`config.mk`:
```
export PLATFORM = sky130hd
export DESIGN_NAME = exception_ctrl
export DESIGN_NICKNAME = d
export VERILOG_FILES = /design/src/rtl/exception_ctrl_pkg.sv /design/src/rtl/exception_ctrl_priority_enc.sv /design/src/rtl/exception_ctrl.sv
export SDC_FILE = /design/constraint.sdc
export NUM_CORES = 1
export LEC_CHECK = 0
export BUFFER_PORTS_ARGS = -buffer_cell sky130_fd_sc_hd__buf_2
export CORE_AREA = 8 8 118 120
export DETAILED_ROUTE_END_ITERATION = 8
export DIE_AREA = 0 0 126 128
export SLEW_MARGIN = 15
export SYNTH_ARGS = -nofsm -noshare
export SYNTH_HDL_FRONTEND = slang
export SYNTH_SLANG_ARGS = --single-unit
```
`constraint.sdc`:
```
create_clock -name clk -period 2 [get_ports clk]
set_input_delay 0 -clock clk [delete_from_list [all_inputs] [get_ports clk]]
set_output_delay 0 -clock clk [all_outputs]
set_load 0.02 [all_outputs]
```
`src/rtl/exception_ctrl_pkg.sv`:
```
// Shared encodings for the MEM-stage exception arbiter: exception type codes,
// CP0 register addresses, Status/Cause bit positions and the default vector.
// No logic of its own except the same-cycle CP0 forwarding helper.
package exception_ctrl_pkg;

   localparam int DATA_W     = 32;
   localparam int CP0_ADDR_W = 5;
   localparam int EXC_TYPE_W = 5;

   // Codes follow the CP0 ExcCode numbering where one exists; IF and ERET
   // get private codes so CP0 can tell them apart from data AdEL / a real trap.
   typedef enum logic [EXC_TYPE_W-1:0] {
      EXC_TYPE_INT  = 5'h00,
      EXC_TYPE_IF   = 5'h01,
      EXC_TYPE_ADEL = 5'h04,
      EXC_TYPE_ADES = 5'h05,
      EXC_TYPE_SYS  = 5'h08,
      EXC_TYPE_BP   = 5'h09,
      EXC_TYPE_RI   = 5'h0a,
      EXC_TYPE_OV   = 5'h0c,
      EXC_TYPE_ERET = 5'h0e,
      EXC_TYPE_NONE = 5'h1f
   } exc_type_t;

   localparam logic [CP0_ADDR_W-1:0] CP0_REG_STATUS = 5'd12;
   localparam logic [CP0_ADDR_W-1:0] CP0_REG_CAUSE  = 5'd13;
   localparam logic [CP0_ADDR_W-1:0] CP0_REG_EPC    = 5'd14;

   localparam int CP0_SEG_IE    = 0;
   localparam int CP0_SEG_EXL   = 1;
   localparam int CP0_SEG_IM_LO = 8;
   localparam int CP0_SEG_IM_HI = 15;
   localparam int CP0_SEG_IP_LO = 8;
   localparam int CP0_SEG_IP_HI = 15;

   localparam logic [31:0] EXC_VECTOR_DFLT = 32'hBFC0_0380;

   // Per-instruction exception flags collected at MEM.
   typedef struct packed {
      logic if_err;
      logic ri;
      logic ov;
      logic bp;
      logic sys;
      logic adel;
      logic ades;
      logic eret;
   } exc_flags_t;

   // An mtc0 retiring in the same cycle must be seen by the arbiter,
   // otherwise ERET would jump to a stale EPC.
   function automatic logic [DATA_W-1:0] cp0_fwd(
      input logic                  we,
      input logic [CP0_ADDR_W-1:0] waddr,
      input logic [DATA_W-1:0]     wdata,
      input logic [CP0_ADDR_W-1:0] reg_addr,
      input logic [DATA_W-1:0]     reg_val
   );
      return (we && (waddr == reg_addr)) ? wdata : reg_val;
   endfunction

endpackage

```
`src/rtl/exception_ctrl_priority_enc.sv`:
```
// Purpose: picks the single winning exception type (INT > IF > RI > OV > BP > SYS > ADEL > ADES > ERET).
// Latency: purely combinational, zero cycles.
// Backpressure: none; the caller decides whether the winner commits.
// Ports: flags_i (collected flags), int_pend_i (interrupt pending), exc_type_o (winner or NONE).
module exc_priority_enc
   import exception_ctrl_pkg::*;
(
   input  exc_flags_t flags_i,
   input  logic       int_pend_i,
   output exc_type_t  exc_type_o
);

   always_comb begin
      exc_type_o = EXC_TYPE_NONE;
      if (int_pend_i)          exc_type_o = EXC_TYPE_INT;
      else if (flags_i.if_err) exc_type_o = EXC_TYPE_IF;
      else if (flags_i.ri)     exc_type_o = EXC_TYPE_RI;
      else if (flags_i.ov)     exc_type_o = EXC_TYPE_OV;
      else if (flags_i.bp)     exc_type_o = EXC_TYPE_BP;
      else if (flags_i.sys)    exc_type_o = EXC_TYPE_SYS;
      else if (flags_i.adel)   exc_type_o = EXC_TYPE_ADEL;
      else if (flags_i.ades)   exc_type_o = EXC_TYPE_ADES;
      else if (flags_i.eret)   exc_type_o = EXC_TYPE_ERET;
   end

endmodule

```
`src/rtl/exception_ctrl.sv`:
```
// Purpose: MEM-stage exception arbiter; commits one exception to CP0, flushes, redirects fetch.
// Latency: flag -> CP0 outputs + flush same cycle; redirect_valid_o the following cycle.
// Backpressure: redirect held (valid, PC, flush) until redirect_ready_i; new flags ignored meanwhile.
// Ports: MEM instruction info + exception flags in; CP0 regs and same-cycle CP0 write in;
//        exception_type/delayslot/pc/badvaddr to CP0; flush_o; redirect valid/ready/pc to fetch.
module exception_ctrl
   import exception_ctrl_pkg::*;
#(
   parameter int                ADDR_W     = 32,
   parameter logic [ADDR_W-1:0] EXC_VECTOR = EXC_VECTOR_DFLT[ADDR_W-1:0]
) (
   input  logic                  clk,
   input  logic                  rst,
   input  logic                  mem_valid_i,
   input  logic                  mem_stall_i,
   input  logic [ADDR_W-1:0]     mem_pc_i,
   input  logic                  mem_delayslot_i,
   input  logic                  exc_if_i,
   input  logic                  exc_ri_i,
   input  logic                  exc_ov_i,
   input  logic                  exc_bp_i,
   input  logic                  exc_sys_i,
   input  logic                  exc_adel_i,
   input  logic                  exc_ades_i,
   input  logic                  eret_i,
   input  logic [ADDR_W-1:0]     mem_addr_i,
   input  logic                  cp0_we_i,
   input  logic [CP0_ADDR_W-1:0] cp0_waddr_i,
   input  logic [DATA_W-1:0]     cp0_wdata_i,
   input  logic [DATA_W-1:0]     cp0_status_i,
   input  logic [DATA_W-1:0]     cp0_cause_i,
   input  logic [DATA_W-1:0]     cp0_epc_i,
   output exc_type_t             exception_type_o,
   output logic                  delayslot_flag_o,
   output logic [ADDR_W-1:0]     current_pc_addr_o,
   output logic [ADDR_W-1:0]     badvaddr_o,
   output logic                  flush_o,
   output logic                  redirect_valid_o,
   input  logic                  redirect_ready_i,
   output logic [ADDR_W-1:0]     redirect_pc_o
);

   localparam logic [0:0] ST_IDLE     = 1'b0;
   localparam logic [0:0] ST_REDIRECT = 1'b1;

   logic [0:0]        state;
   logic [DATA_W-1:0] eff_status;
   logic [DATA_W-1:0] eff_cause;
   logic [DATA_W-1:0] eff_epc;
   logic              int_pend;
   exc_flags_t        flags;
   exc_type_t         winner;
   logic              commit;

   assign eff_status = cp0_fwd(cp0_we_i, cp0_waddr_i, cp0_wdata_i, CP0_REG_STATUS, cp0_status_i);
   assign eff_cause  = cp0_fwd(cp0_we_i, cp0_waddr_i, cp0_wdata_i, CP0_REG_CAUSE,  cp0_cause_i);
   assign eff_epc    = cp0_fwd(cp0_we_i, cp0_waddr_i, cp0_wdata_i, CP0_REG_EPC,    cp0_epc_i);

   assign int_pend = eff_status[CP0_SEG_IE] & ~eff_status[CP0_SEG_EXL] &
                     (|(eff_cause[CP0_SEG_IP_HI:CP0_SEG_IP_LO] &
                        eff_status[CP0_SEG_IM_HI:CP0_SEG_IM_LO]));

   assign flags = '{if_err: exc_if_i, ri: exc_ri_i, ov: exc_ov_i, bp: exc_bp_i,
                    sys: exc_sys_i, adel: exc_adel_i, ades: exc_ades_i, eret: eret_i};

   exc_priority_enc u_prio (
      .flags_i    (flags),
      .int_pend_i (int_pend),
      .exc_type_o (winner)
   );

   // rst is folded in so CP0 sees NONE and no flush while reset is held,
   // even though the FSM already sits in IDLE.
   assign commit = rst & (state == ST_IDLE) & mem_valid_i & ~mem_stall_i &
                   (winner != EXC_TYPE_NONE);

   always_comb begin
      exception_type_o  = EXC_TYPE_NONE;
      delayslot_flag_o  = 1'b0;
      current_pc_addr_o = '0;
      badvaddr_o        = '0;
      if (commit) begin
         exception_type_o  = winner;
         delayslot_flag_o  = mem_delayslot_i;
         current_pc_addr_o = mem_pc_i;
         if (winner == EXC_TYPE_IF)
            badvaddr_o = mem_pc_i;
         else if ((winner == EXC_TYPE_ADEL) || (winner == EXC_TYPE_ADES))
            badvaddr_o = mem_addr_i;
      end
   end

   // The pipeline stays killed for the whole redirect so nothing younger
   // than the faulting instruction can retire before fetch turns around.
   assign flush_o = commit | (state == ST_REDIRECT);

   always_ff @(posedge clk or negedge rst) begin
      if (!rst) begin
         state            <= ST_IDLE;
         redirect_valid_o <= 1'b0;
         redirect_pc_o    <= '0;
      end else if (state == ST_IDLE) begin
         if (commit) begin
            state            <= ST_REDIRECT;
            redirect_valid_o <= 1'b1;
            redirect_pc_o    <= (winner == EXC_TYPE_ERET) ? eff_epc[ADDR_W-1:0] : EXC_VECTOR;
         end
      end else begin
         if (redirect_valid_o && redirect_ready_i) begin
            state            <= ST_IDLE;
            redirect_valid_o <= 1'b0;
         end
      end
   end

endmodule

```
==> results of run 1 <==
## cell type report
class	count	area, um2
clock inverters	2	12.5
clock buffers	6	139
multi-input cells	238	1800
fillers	1244	7500
flip-flops and latches	34	851
well taps	150	188
repair buffers	295	1720
## timing repair
item,4_1_cts,5_1_grt
hold endpoints to repair,38,0
pin swaps,0,1
setup buffers,2,1
resized for setup,38,19
endpoints found under the setup margin,67,67
hold buffers,5,0
## cells by family after synthesis
kind of cell           count (synthesis)
AND/OR/NAND/NOR                      116
AO/OA/AOI/OAI                         88
multiplexers                          34
flip-flops                            34
buffers and inverters                 25
## cells in the mapped netlist (2+ instances only)
master     instances  area [um2]
nor4_1             2        12.5
buf_6              2        22.5
nand2b_1           2        12.5
dfrtp_1           34         851
a22oi_1           44         330
a21oi_1           14        70.1
nor3_1            16        80.1
nor2_1            40         150
o31ai_1            2        15.0
buf_2             10        50.1
clkbuf_1          11        41.3
mux2i_1           33         330
nor3b_1            2        15.0
o2bb2ai_2         20         300
nand4_1            2        12.5
buf_4              2        15.0
o21ai_0            4        20.0
nand2_1           10        37.5
nor2b_1           35         219
nand3_1            2        10.0
## power by group through the flow
| stage | sequential [mW] | combinational, mW | clock, mW |
|---|---|---|---|
| floorplan | 0.777 | 0.348 | 0 |
| global placement | 0.747 | 0.771 | 0 |
| detailed placement | 0.747 | 0.784 | 0 |
| CTS | 0.735 | 0.836 | 0.835 |
| global route | 0.742 | 0.918 | 0.850 |
| finish | 0.735 | 0.847 | 0.802 |
## path summary, 6_finish.rpt
path | slack, ps | end | from | depth (start not counted)
hold / removal | 2 | redirect_pc_o[13] | cp0_epc_i[13] | 3
hold reg to reg | 490 | redirect_pc_o[13] | redirect_pc_o[13] | 1
max in group asynchronous | 1240 | redirect_pc_o[9] | rst | 3
setup / recovery | -60 | current_pc_addr_o[22] | state | 8
min in group asynchronous | 430 | redirect_pc_o[12] | rst | 3
setup reg to reg | 160 | redirect_pc_o[23] | state | 8
## metrics by stage
stage / std cells / area, um2 / utilization
floorplan: 297 / 2710 / -
global placement: 709 / 4320 / 0.354
detailed placement: 709 / 4320 / 0.354
CTS: 724 / 4640 / 0.380
global route: 725 / 4710 / 0.386
finish: 725 / 4710 / 0.386
## flip-flops by register name, indices dropped and copies added (netlist names)
register,cells
redirect_valid_o,1
state,1
redirect_pc_o,32
## per-layer routing
layer | up-vias | global-route usage | routed length, um
li1 | 1656 | - | -
met4 | 2 | 0.0460 | 236
met1 | 1614 | 0.158 | 4940
met2 | 192 | 0.294 | 6920
met5 | - | 0 | 10
met3 | 18 | 0.0524 | 1160
## critical path: cells and delay by family (launching register included)
kind	cells	cell delay, ps
muxes	1	280
AOI/OAI and AO/OA	1	200
buffers and inverters	2	340
and+or+nand+nor	4	600
DFF	1	370
==> impl_metrics.json, run 1 <==
{
  "ys_async_sr_fraction": 1.00,
  "synth_cells": 297,
  "clock.fmax_mhz": 485,
  "worst_pin_slew_ps": 539,
  "first_iter_violations": 143,
  "criticalPathCategory": "flop to output pin",
  "cp_slowest_stage_delay_ps": 370,
  "firstDrtPassIters": 4,
  "seq_power_share": 0.308,
  "start_kind": "flop",
  "place_ws_ps": -127,
  "synthAdderAreaFrac": 0,
  "viasPerCell": 4.80,
  "ys_seq_elements": 34,
  "ys_seq_area_frac": 0.315,
  "syn2layout_area_growth_pct": 74.0,
  "grt_pass1_wl_mm": 20.2,
  "drt_wl_total_mm": 13.3,
  "final_layout_size_suffix_gt1_frac": 0.593,
  "synth_xor_area_frac": 0,
  "grt-ovfl-total": 0,
  "power_mw": 2.38,
  "period_share": 1.03,
  "grt_max_degree": 37,
  "initial_core_util": 0.222,
  "vias": 3482,
  "hold_viol_final": 0,
  "layout_commonest_cell": "buf_2",
  "hold_path_class": "input port to flop",
  "critPathRequiredTime_ps": 2000,
  "h-tree-depth": 2,
  "yosysWarnings": 0,
  "drv_slew": 0,
  "leakagePower_nw": 2.23,
  "tns_ps": -1090,
  "drc": 0,
  "p_clk_frac": 0.336,
  "fin_worst_skew_ps": 2.10,
  "cts_tree": "done",
  "outcome": "complete, but fails checks",
  "ys_types": 30,
  "synth_area_um2": 2710,
  "grt_use_total": 0.155,
  "first_global_vias": 3947,
  "arrival_ps": 2060,
  "cts_root_buf": "clkbuf_16",
  "p_int_mw": 1.60,
  "hpwl_mm": 11.0,
  "cts.reportedPaths.clkPinSlew_ps": 60,
  "dieArea_um2": 16100,
  "dieHeight_um": 128,
  "p_per_area_nw_per_um2": 507,
  "synth_compound_area_frac": 0.286,
  "place.gp.congestion": 0.931,
  "antenna_found_initial": 1,
  "die_x_um": 126,
  "cp_cell_sequence": "and4bb_2 > nand2_1 > mux2_4 > a31oi_4 > nor2_4 > buf_12 > nor2b_1 > buf_4",
  "slew_headroom": 0.638,
  "rsz0062_at_grt": "true",
  "setup-violations-final": 33,
  "crit_fanout": 27,
  "syn_avg_cell_area_um2": 9.11,
  "syn-num-nets": 509,
  "slowest_stage": "dfrtp_1",
  "timing.hold.ws_ps": 2.27,
  "nets": 786,
  "max-cap-violations": 0,
  "insertion_delay_ps": 270,
  "setup_ws_ps": -63.8,
  "end_kind": "output pin",
  "synth_edf_count": 0,
  "synthFlopType": "dfrtp_1",
  "switching_share": 0.330,
  "violations": "setup timing",
  "ir_drop_uv": 268,
  "core-area_um2": 12200,
  "num_io_pins": 316,
  "cts_made_buffers": 5,
  "switching_power_mw": 0.787,
  "diodes": 0,
  "period_needed_ps": 2060,
  "pwr-share-comb": 0.355,
  "synth.area.mux_share": 0.126,
  "synthSimpleGateAreaFrac": 0.225,
  "clkSinkCount": 34,
  "cts_buffer_depth": 2,
  "row_count": 41,
  "ant_nets": 0,
  "synth_top_family_by_area": "compound AO/OA/AOI/OAI gates",
  "wl_per_cell_um": 18.3,
  "io_buffers": 269,
  "final_cell_mix": "buf_2, a22oi_1, buf_4"
}
No activity file was read; power rests on OpenSTA's default activity.
==> run 2: changes to the inputs <==
- GPL_ROUTABILITY_DRIVEN: unset -> 0
- HOLD_SLACK_MARGIN: unset -> 0.06
==> run 2 against run 1 <==
The run still ends with setup timing left. Clock-buffer cell count did not move. Maximum frequency hardly changed. Wire length is 6.6% higher. Register-to-register slack about the same. Hold slack better by 65 ps. Worst setup slack worse by 1.1 ps. Sequential power is essentially flat. Utilization rose by 4.0 points. First-iteration DRC count shrank 4.2%. Clock skew rose by 0.64 ps. Combinational power rose by 10%. Critical endpoint unchanged. Highest routed layer unchanged.
==> impl_metrics.json, run 2 (same netlist as run 1, synthesis figures left out) <==
{
  "ir_drop_uv": 268,
  "cts_buffer_depth": 2,
  "antenna_found_initial": 1,
  "hpwl_mm": 11.0,
  "cts_root_buf": "clkbuf_16",
  "clock.fmax_mhz": 484,
  "rsz0062_at_grt": "true",
  "cp-startpoint": "state",
  "cp_cell_sequence": "and4bb_2 > nand2_1 > mux2_4 > a31oi_4 > nor2_4 > buf_12 > nor2b_1 > buf_4",
  "period_share": 1.03,
  "core-area_um2": 12200,
  "stdcell_count": 774,
  "h-tree-depth": 2,
  "slowest_stage": "dfrtp_1",
  "cp_slowest_stage_delay_ps": 370,
  "first_global_vias": 4167,
  "violations": "setup timing",
  "dieHeight_um": 128,
  "die_x_um": 126,
  "viasPerCell": 4.84,
  "insertion_delay_ps": 270,
  "leakagePower_nw": 2.44,
  "diodes": 0,
  "final_cell_mix": "buf_2, dlygate4sd3_1, a22oi_1, buf_4, nor2_1",
  "switching_share": 0.325,
  "seq_power_share": 0.298,
  "layout_commonest_cell": "buf_2",
  "p_per_area_nw_per_um2": 474,
  "dieArea_um2": 16100,
  "multiInputGateArea_um2": 1790,
  "grt_max_degree": 37,
  "first_iter_violations": 137,
  "io_buffers": 269,
  "initial_core_util": 0.222,
  "outcome": "complete, but fails checks",
  "largest_register_ffs": 32,
  "drc": 0,
  "syn2layout_area_growth_pct": 92.0,
  "setup_ws_ps": -64.9,
  "p_clk_frac": 0.323,
  "setup-violations-final": 33,
  "start_kind": "flop",
  "hold_viol_final": 0,
  "cp.buffers_inverters": 2,
  "grt_pass1_wl_mm": 21.3,
  "critPathRequiredTime_ps": 2000,
  "cp.depth": 8,
  "power_mw": 2.46,
  "regToRegStartpoint": "state",
  "drv_slew": 0,
  "critical-path-top-delay-family": "simple AND/OR/NAND/NOR gates",
  "reg2reg_depth": 8,
  "nFillCells": 1186,
  "row_count": 41,
  "hold_path_class": "input port to flop",
  "ant_nets": 0,
  "nets": 835,
  "final_layout_size_suffix_gt1_frac": 0.543,
  "p_int_mw": 1.66,
  "grt-ovfl-total": 0,
  "vias": 3744,
  "hold_path_depth": 3,
  "seq_area_um2": 851,
  "pwr-share-comb": 0.378,
  "final_util": 0.425,
  "clkSinkCount": 34,
  "cts_made_buffers": 5,
  "end_kind": "output pin",
  "slew_headroom": 0.638,
  "firstDrtPassIters": 4,
  "arrival_ps": 2060,
  "crit_fanout": 27,
  "num_io_pins": 316,
  "fin_worst_skew_ps": 2.74,
  "drt_wl_total_mm": 14.1,
  "grt_use_total": 0.164,
  "top_register": "redirect_pc_o",
  "timing.hold.ws_ps": 67.4,
  "hold_start": "cp0_epc_i[24]",
  "worst_pin_slew_ps": 539,
  "criticalPathCategory": "flop to output pin",
  "period_needed_ps": 2060,
  "cts.reportedPaths.clkPinSlew_ps": 60,
  "wl_per_cell_um": 18.3,
  "switching_power_mw": 0.801,
  "place_inst": 709,
  "reg_top3": "redirect_pc_o: 32 flops, redirect_valid_o: 1 flops, state: 1 flops",
  "cts_tree": "done",
  "max-cap-violations": 0
}
run 2: cell types whose count changed in the layout (fill, tap and decap cells not counted), sizes merged:
| cell | before | now |
|---|---|---|
| dlygate4sd3 | 5 | 54 |
run 2: timing repair:
action | CTS | global route
hold buffers | 54 | 0
endpoints found under the setup margin | 67 | 67
resized for setup | 38 | 18
hold endpoints to repair | 65 | 0
pin swaps | 0 | 1
setup buffers | 2 | 1
run 2: path summary, 6_finish.rpt:
| kind | end | slack, ps |
|---|---|---|
| worst max-delay path | current_pc_addr_o[22] | -60 |
| worst min-delay path | redirect_pc_o[24] | 70 |
| worst max register to register | redirect_pc_o[23] | 150 |
| worst min register to register | redirect_pc_o[13] | 490 |
| max in group asynchronous | redirect_pc_o[9] | 1230 |
| min in group asynchronous | redirect_pc_o[13] | 440 |
run 2: stage by stage:
step / setup TNS (ps) / worst slack (ps) / instance area (um2)
floorplan: 0 / 29.5 / 2710
global placement: -1100 / -46.7 / 4320
detailed placement: -3500 / -127 / 4320
CTS: -1780 / -77.1 / 5130
global route: -5970 / -162 / 5190
finish: -1140 / -64.9 / 5190
run 2: power groups by stage:
stage / Combinational [mW] / Clock, mW / Sequential [mW]
after floorplan: 0.348 / 0 / 0.777
after global placement: 0.771 / 0 / 0.747
after detailed placement: 0.784 / 0 / 0.747
after CTS: 0.912 / 0.835 / 0.735
after global routing: 1.00 / 0.849 / 0.742
final: 0.932 / 0.797 / 0.735
run 2: layout make-up:
type                       instances  share of cell area
sequential                        34               0.164
multi-input combinational        238               0.345
timing repair buffer             344               0.426
clock buffer                       6              0.0267
clock inverter                     2             0.00241
tap                              150              0.0361
run 2: worst register-to-register path: cells and delay by family, from the launching register on:
family                 cells  cell delay [ps]
muxes                      1              280
AOI/OAI and AO/OA          2              350
DFF                        1              370
and+or+nand+nor            3              450
buffers and inverters      2              320
run 2: layer usage:
layer | part of all wire | global-route usage | vias to the layer above
met2 | 0.52 | 0.308 | 214
li1 | - | - | 1761
met1 | 0.37 | 0.169 | 1737
met3 | 0.089 | 0.0516 | 30
met4 | 0.025 | 0.0524 | 2
met5 | 0.00071 | 0 | -
==> run 3: changes to the inputs <==
- BUFFER_PORTS_ARGS: -buffer_cell sky130_fd_sc_hd__buf_2 -> unset
- CORE_AREA: 8 8 118 120 -> 8 8 116 118
- DIE_AREA: 0 0 126 128 -> 0 0 124 126
- DONT_BUFFER_PORTS: unset -> 1
- SKIP_LAST_GASP: unset -> 1
==> run 3 against run 2 <==
The flow still finishes with violations (setup timing). Sequential cell count unchanged. Clock skew barely moved. Critical path type unchanged. Cell count is 25% lower.
==> impl_metrics.json, run 3 (same netlist as run 1, synthesis figures left out) <==
{
  "outcome": "complete, but fails checks",
  "violations": "setup timing",
  "criticalPathCategory": "flop to output pin",
  "initial_core_util": 0.231,
  "seq_area_um2": 851,
  "place_ws_ps": 133,
  "viasPerCell": 5.25,
  "clkSinkCount": 34,
  "largest_register_ffs": 32,
  "setup_ws_ps": -70.8,
  "critPathRequiredTime_ps": 2000,
  "multiInputGateArea_um2": 1820,
  "antenna_found_initial": 0,
  "insertion_delay_ps": 280,
  "place_inst": 501,
  "stdcell_count": 580,
  "syn2layout_area_growth_pct": 64.8,
  "dieArea_um2": 15600,
  "arrival_ps": 2070,
  "setup-violations-final": 30,
  "cts_buffer_depth": 2,
  "grt_use_total": 0.155,
  "h-tree-depth": 2,
  "layout_commonest_cell": "buf_4",
  "power_mw": 2.40,
  "io_buffers": 0,
  "nets": 645,
  "period_share": 1.04,
  "drv_slew": 0,
  "worst_pin_slew_ps": 374,
  "cp_cell_sequence": "and4bb_2 > nand2_1 > mux2_4 > a31oi_4 > nor2_4 > clkbuf_16 > nor2b_2 > buf_6",
  "crit_fanout": 10,
  "row_count": 40,
  "fin_worst_skew_ps": 2.85,
  "wl_per_cell_um": 23.0,
  "period_needed_ps": 2070,
  "final_cell_mix": "buf_4, dlygate4sd3_1, a22oi_1",
  "vias": 3047,
  "start_kind": "flop",
  "nFillCells": 1150,
  "p_per_area_nw_per_um2": 538,
  "hpwl_mm": 10.1,
  "cp_slowest_stage_delay_ps": 370,
  "grt_max_degree": 38,
  "num_io_pins": 316,
  "drt_wl_total_mm": 13.3,
  "design_area_um2": 4460,
  "clock.fmax_mhz": 483,
  "cts_tree": "done",
  "dieHeight_um": 126,
  "ant_nets": 0,
  "slew_headroom": 0.749,
  "hold_viol_final": 0,
  "cts_made_buffers": 5,
  "rrSetupSlack_ps": 60,
  "cts.reportedPaths.clkPinSlew_ps": 60,
  "leakagePower_nw": 1.72,
  "end_kind": "output pin",
  "rsz0062_at_grt": "true",
  "cts_root_buf": "clkbuf_16",
  "die_x_um": 124,
  "grt_pass1_wl_mm": 19.1,
  "slowest_stage": "dfrtp_1",
  "grt-ovfl-total": 0,
  "first_iter_violations": 146,
  "core-area_um2": 11700,
  "firstDrtPassIters": 4,
  "final_layout_size_suffix_gt1_frac": 0.326,
  "drc": 0,
  "diodes": 0,
  "ir_drop_uv": 426,
  "reg_top3": "redirect_pc_o: 32 flops, redirect_valid_o: 1 flops, state: 1 flops",
  "top_register": "redirect_pc_o",
  "tns_ps": -1200,
  "placed_area_um2": 3440,
  "max-cap-violations": 0,
  "first_global_vias": 3426,
  "hold_path_class": "input port to async pin"
}
## run 3: cell type report
cell class,instances,share of cell area
well taps,147,0.0413
multi-input cells,238,0.409
repair buffers,154,0.321
flip-flops and latches,34,0.191
clock buffers,6,0.0312
clock inverters,1,0.00674
## run 3: what timing repair did
item                                    in CTS  in global routing
setup buffers                                1                  2
pin swaps                                    0                  1
gates resized for setup                      5                 23
hold endpoints to repair                    68                 34
gates cloned                                 2                  1
hold buffers                                65                  2
endpoints found under the setup margin      35                 63
## run 3: final timing paths
kind	end	from	depth (start not counted)
min	redirect_pc_o[17]	rst	2
max in group asynchronous	redirect_pc_o[23]	rst	2
min in group clk	exception_type_o[3]	exc_if_i	2
max reg2reg	redirect_pc_o[3]	state	8
min reg2reg	state	state	3
max	current_pc_addr_o[23]	state	8
## run 3: metrics by stage
stage          hold WS, ps   util
2_1_floorplan         -296      -
5_1_grt                224  0.381
3_3_place_gp          -295  0.294
6_report               205  0.381
3_5_place_dp          -295  0.294
4_1_cts               -592  0.369
## run 3: routing by layer
metal,up-vias,track usage,share of wire
met1,1461,0.159,0.35
met5,-,0,0
met4,0,0.0399,0.012
met3,9,0.0478,0.11
met2,198,0.293,0.53
li1,1379,-,-
## run 3: where the power goes
group	internal [mW]	leakage, nW	switching, mW
clock	0.614	0.0829	0.274
sequential	0.718	0.410	0.0533
combinational	0.366	1.22	0.372
## run 3: critical path: cells and delay by family (launching register included)
family / cells / cell delay (ps)
AOI/OAI and AO/OA: 1 / 190
muxes: 1 / 290
buffers and inverters: 2 / 310
and+or+nand+nor: 4 / 620
DFF: 1 / 370
